--- src/rtl/wb_write_arbiter_if.sv ---
// wb_write_arbiter_if: WB-stage, debug-write and register-file port bundle of the write arbiter.
interface wb_write_arbiter_if #(
  parameter int NBITS = 32,
  parameter int REGS  = 5
);
  logic             i_wb_we;
  logic [REGS-1:0]  i_wb_reg;
  logic [NBITS-1:0] i_wb_data;
  logic             i_dbg_valid;
  logic [REGS-1:0]  i_dbg_reg;
  logic [NBITS-1:0] i_dbg_data;
  logic             o_dbg_ready;
  logic             o_stall;
  logic             o_grant_dbg;
  logic             o_rf_we;
  logic [REGS-1:0]  o_rf_reg;
  logic [NBITS-1:0] o_rf_data;
  modport master (
    output i_wb_we, i_wb_reg, i_wb_data, i_dbg_valid, i_dbg_reg, i_dbg_data,
    input  o_dbg_ready, o_stall, o_grant_dbg, o_rf_we, o_rf_reg, o_rf_data
  );
  modport slave (
    input  i_wb_we, i_wb_reg, i_wb_data, i_dbg_valid, i_dbg_reg, i_dbg_data,
    output o_dbg_ready, o_stall, o_grant_dbg, o_rf_we, o_rf_reg, o_rf_data
  );
endinterface

--- src/rtl/wb_write_arbiter.sv ---
// wb_write_arbiter: register-file write port arbiter, WB first, debug guaranteed progress via starvation counter.
module wb_write_arbiter #(
  parameter int NBITS      = 32,
  parameter int REGS       = 5,
  parameter int STARVE_MAX = 4,
  parameter int CNT_BITS   = 3
) (
  input  logic               i_clk,
  input  logic               i_reset,
  wb_write_arbiter_if.slave  bus
);
  typedef enum logic [1:0] {IDLE, WAIT, FORCE} state_t;
  state_t              state_q, state_d;
  logic [CNT_BITS-1:0] cnt_q, cnt_d;
  logic                rf_we_q, rf_we_d, grant_q, grant_d;
  logic [REGS-1:0]     rf_reg_q, rf_reg_d;
  logic [NBITS-1:0]    rf_data_q, rf_data_d;
  logic                wb_req, forced, dbg_acc, blocked;
  assign wb_req  = bus.i_wb_we & (bus.i_wb_reg != '0);
  assign forced  = state_q == FORCE;
  assign bus.o_dbg_ready = !i_reset & (forced | !wb_req);
  assign bus.o_stall     = !i_reset & forced;
  assign dbg_acc = bus.i_dbg_valid & bus.o_dbg_ready;
  assign blocked = !forced & bus.i_dbg_valid & wb_req;
  // Counting up to STARVE_MAX on the forcing step leaves cnt==STARVE_MAX while in FORCE.
  always_comb begin
    state_d = IDLE;
    cnt_d   = '0;
    if (blocked) begin
      state_d = (cnt_q == CNT_BITS'(STARVE_MAX - 1)) ? FORCE : WAIT;
      cnt_d   = cnt_q + 1'b1;
    end
  end
  always_comb begin
    rf_we_d   = 1'b0;
    grant_d   = 1'b0;
    rf_reg_d  = rf_reg_q;
    rf_data_d = rf_data_q;
    if (dbg_acc) begin
      rf_we_d   = bus.i_dbg_reg != '0;
      grant_d   = 1'b1;
      rf_reg_d  = bus.i_dbg_reg;
      rf_data_d = bus.i_dbg_data;
    end else if (wb_req & !forced) begin
      rf_we_d   = 1'b1;
      rf_reg_d  = bus.i_wb_reg;
      rf_data_d = bus.i_wb_data;
    end
  end
  always_ff @(posedge i_clk or posedge i_reset) begin
    if (i_reset) begin
      state_q   <= IDLE;
      cnt_q     <= '0;
      rf_we_q   <= 1'b0;
      grant_q   <= 1'b0;
      rf_reg_q  <= '0;
      rf_data_q <= '0;
    end else begin
      state_q   <= state_d;
      cnt_q     <= cnt_d;
      rf_we_q   <= rf_we_d;
      grant_q   <= grant_d;
      rf_reg_q  <= rf_reg_d;
      rf_data_q <= rf_data_d;
    end
  end
  assign bus.o_rf_we     = rf_we_q;
  assign bus.o_grant_dbg = grant_q;
  assign bus.o_rf_reg    = rf_reg_q;
  assign bus.o_rf_data   = rf_data_q;
endmodule
--- src/flat_wrapper.sv ---
// flat-port wrapper written by rule: the top's interface ports become plain ports
module wb_write_arbiter_flat 
#(
  parameter int NBITS      = 32,
  parameter int REGS       = 5,
  parameter int STARVE_MAX = 4,
  parameter int CNT_BITS   = 3
)
  (i_clk, i_reset, bus_i_wb_we, bus_i_wb_reg, bus_i_wb_data, bus_i_dbg_valid, bus_i_dbg_reg, bus_i_dbg_data, bus_o_dbg_ready, bus_o_stall, bus_o_grant_dbg, bus_o_rf_we, bus_o_rf_reg, bus_o_rf_data);
  wb_write_arbiter_if #(.NBITS(NBITS), .REGS(REGS)) bus_i ();
  input  logic i_clk;
  input  logic i_reset;
  input wire logic [$bits(bus_i.i_wb_we)-1:0] bus_i_wb_we;
  input wire logic [$bits(bus_i.i_wb_reg)-1:0] bus_i_wb_reg;
  input wire logic [$bits(bus_i.i_wb_data)-1:0] bus_i_wb_data;
  input wire logic [$bits(bus_i.i_dbg_valid)-1:0] bus_i_dbg_valid;
  input wire logic [$bits(bus_i.i_dbg_reg)-1:0] bus_i_dbg_reg;
  input wire logic [$bits(bus_i.i_dbg_data)-1:0] bus_i_dbg_data;
  output wire logic [$bits(bus_i.o_dbg_ready)-1:0] bus_o_dbg_ready;
  output wire logic [$bits(bus_i.o_stall)-1:0] bus_o_stall;
  output wire logic [$bits(bus_i.o_grant_dbg)-1:0] bus_o_grant_dbg;
  output wire logic [$bits(bus_i.o_rf_we)-1:0] bus_o_rf_we;
  output wire logic [$bits(bus_i.o_rf_reg)-1:0] bus_o_rf_reg;
  output wire logic [$bits(bus_i.o_rf_data)-1:0] bus_o_rf_data;
  assign bus_i.i_wb_we = bus_i_wb_we;
  assign bus_i.i_wb_reg = bus_i_wb_reg;
  assign bus_i.i_wb_data = bus_i_wb_data;
  assign bus_i.i_dbg_valid = bus_i_dbg_valid;
  assign bus_i.i_dbg_reg = bus_i_dbg_reg;
  assign bus_i.i_dbg_data = bus_i_dbg_data;
  assign bus_o_dbg_ready = bus_i.o_dbg_ready;
  assign bus_o_stall = bus_i.o_stall;
  assign bus_o_grant_dbg = bus_i.o_grant_dbg;
  assign bus_o_rf_we = bus_i.o_rf_we;
  assign bus_o_rf_reg = bus_i.o_rf_reg;
  assign bus_o_rf_data = bus_i.o_rf_data;
  wb_write_arbiter #(.NBITS(NBITS), .REGS(REGS), .STARVE_MAX(STARVE_MAX), .CNT_BITS(CNT_BITS)) u_core (.i_clk(i_clk), .i_reset(i_reset), .bus(bus_i));
endmodule
--- config.mk ---
export PLATFORM = sky130hd
export DESIGN_NAME = wb_write_arbiter_flat
export DESIGN_NICKNAME = d
export VERILOG_FILES = /design/src/rtl/wb_write_arbiter_if.sv /design/src/rtl/wb_write_arbiter.sv /design/src/flat_wrapper.sv
export SDC_FILE = /design/constraint.sdc
export NUM_CORES = 1
export LEC_CHECK = 0
export BUFFER_PORTS_ARGS = -buffer_cell sky130_fd_sc_hd__buf_2
export CORE_UTILIZATION = 44
export DETAILED_ROUTE_END_ITERATION = 12
export HOLD_SLACK_MARGIN = 0.08
export PLACE_DENSITY_LB_ADDON = 0.2
export SETUP_SLACK_MARGIN = 0.2
export SYNTH_ARGS = -nofsm -noshare
export SYNTH_HDL_FRONTEND = slang
export SYNTH_SLANG_ARGS = --single-unit
--- constraint.sdc ---
create_clock -name i_clk -period 1.8 [get_ports i_clk]
set_clock_uncertainty 0.05 [all_clocks]
set_input_delay 0 -clock i_clk [delete_from_list [all_inputs] [get_ports i_clk]]
set_output_delay 0 -clock i_clk [all_outputs]
set_load 0.03 [all_outputs]
==> impl_metrics.ini <==
[status]
status = complete, no violations

[synthesis]
synth_xor_area_frac = 0
muxShareOfSynthArea = 0.363
synth_warnings = 0
ys_ff_latch = 44
synth_adder_area_share = 0.0118
synth_compound_area_frac = 0.0377
netlist_area_um2 = 2120
synth_nets = 226
synthSimpleGateAreaFrac = 0.0412
synth_cells = 146
avgSynthCellArea_um2 = 14.5
seq_area_frac_synth = 0.519
synth_top_family_by_area = multiplexers
synth.distinct_cells = 19

[sta]
rsz0062_at_grt = yes
max_freq_mhz = 645
fin_setup_tns_ns = 0
hold_violations = 0
finalCriticalPeriod_ns = 1.55
tightestPinTransition_ns = 0.554
slew_viol_final = 0
timing.hold.ws_ns = 0.126
period_share = 0.861
slew_headroom = 0.630
worst_slack_ns = 0.250
setup_viol = 0

[floorplanning]
coreArea_um2 = 4500
dieHeight_um = 71.5
die_w_um = 71.5
std_cell_rows = 24
io_pins = 119
start_util = 0.471
dieArea_um2 = 5110

[clock_network]
root_buffer = clkbuf_8
cts_tree = done
cts_buffers = 5
htreeDepth = 2
cts_buffer_depth = 2
clock_sinks = 44
clk_pin_slew_ns = 0.08
post_cts_buffers = 0
clkLatencyLatePin_ns = 0.29

[min_path]
holdCritPathClass = in2reg
hold_depth = 3

[placed_design]
dp_hpwl_mm = 3.31
numPortBuffers = 118
gp_congestion = 0.840
place_area_um2 = 2790
numPlacedInstances = 313
dpl_worst_slack_ns = 0.137

[route]
wire_per_inst_um = 15.6
drt_iter0_drc = 83
met2_length_mm = 3.42
drtAntennaViolNets = 0
wl_mm = 6.20
met3_length_um = 310
vias = 1914
drc = 0
drt-vias-per-instance = 4.82
topRoutingLayerUsed = met4
first_pass_iters = 4
wl_met1_mm = 2.36

[finish]
nFillCells = 284
area_growth_pct = 72.2
largest_reg_flops = 32
layout_commonest_cell = buf_2
drive_gt1_frac = 0.574
design_area_um2 = 3660
nets = 425
antenna_cells = 0
final_util = 0.812
stdcell_count = 397
layout_common_cells = buf_2, dlygate4sd3_1, mux2_2

[setup_path]
crit_chain = dlygate4sd3_1 > buf_2 > nand2b_2 > buf_6 > mux2_2 > mux2_2
cp-start-kind = primary input
slowest_delay_ns = 0.53
cp.required_ns = 1.93
critPathLaunch = bus_i_dbg_valid
crit_top_cell = mux2_2
ff2ff_path_depth = 4
reg2reg_to = u_core.bus.o_rf_data[31]$_DFFE_PP0P_
endpoint = u_core.bus.o_rf_data[31]$_DFFE_PP0P_
slowest_stage = dlygate4sd3_1
timing.reg2reg.setup_slack_ns = 0.29
crit_type = in2reg
crit_arrival_ns = 1.68
end_kind = register
worstPathMaxFanout = 22
timing.rr.start = u_core.state_q[0]$_DFF_PP0_

[grt]
antenna_found_initial = 0
grt.total_usage = 0.257
grt_first_pass_wirelength_mm = 10.0
grt_pass1_vias = 2158
grt_max_degree = 37
overflow = 0

[flow_run]
cap_violations = 0

[pwr]
power_density_nw_per_um2 = 724
leakagePower_nw = 1.77
peakVddDrop_mv = 0.537
total_power_mw = 2.65
==> where the power goes <==
part           internal [mW]  switching (mW)  total, mW  leakage (nW)
Clock                  0.342           0.320      0.662        0.0503
Combinational          0.418           0.427      0.846          1.19
Sequential              1.09          0.0500       1.14         0.526
==> worst max-delay path, delay by kind of cell <==
kind	cells	cell delay (ns)
buffers and inverters	3	0.92
AND/OR/NAND/NOR	1	0.09
multiplexers	2	0.66
==> routing by layer <==
metal,vias up,global-route usage
met2,82,0.497
li1,926,-
met5,-,0
met3,11,0.0450
met1,895,0.285
met4,0,0.0806
==> logic make-up (layout without fill, tap and decap cells) <==
group           after synthesis  after routing
compound gates                8              8
fa+ha+maj                     2              2
buf+inv                       9            208
flops                        44             44
mux                          69             69
simple gates                 14             14
==> worst min-delay path by stage <==
stage | startpoint | endpoint | slack, ns
after floorplan | i_reset | bus_o_dbg_ready | 0.06
after global placement | i_reset | u_core.bus.o_rf_we$_DFF_PP0_ | 0.07
after detailed placement | i_reset | u_core.bus.o_rf_reg[3]$_DFFE_PP0P_ | 0.06
after CTS | bus_i_wb_we | u_core.bus.o_grant_dbg$_DFF_PP0_ | 0.16
after global routing | bus_i_wb_we | u_core.bus.o_grant_dbg$_DFF_PP0_ | 0.12
final | bus_i_wb_we | u_core.bus.o_grant_dbg$_DFF_PP0_ | 0.13
==> repair_timing <==
action,4_1_cts,5_1_grt
hold buffers,77,0
resized for setup,0,2
endpoints found under the hold margin,68,0
endpoints found under the setup margin,0,17
==> cell type report <==
cell class / instances / area [µm²] / area share
sequential: 44 / 1100 / 0.301
multi-input combinational: 93 / 966 / 0.264
clock buffer: 7 / 96.3 / 0.0264
tap: 52 / 65.1 / 0.0178
timing repair buffer: 199 / 1420 / 0.388
inverter: 2 / 7.51 / 0.00205
==> synthesized netlist by cell type <==
cell type  instances  share of area
mux2i_1            5          0.024
ha_1               2          0.012
buf_2              2         0.0047
o211a_1            1         0.0047
nand2b_1           2         0.0059
and2_0             1         0.0029
or4_4              1         0.0053
or4_1              1         0.0035
dfrtp_1           44           0.52
buf_6              3          0.016
clkbuf_1           2         0.0035
inv_1              2         0.0035
o21ai_0            1         0.0024
o211ai_4           1          0.010
and3_1             2         0.0059
o2bb2ai_1          5          0.021
nor2_1             4         0.0071
nor3b_1            3          0.011
mux2_2            64           0.34
Power figures use the tool's default switching activity.
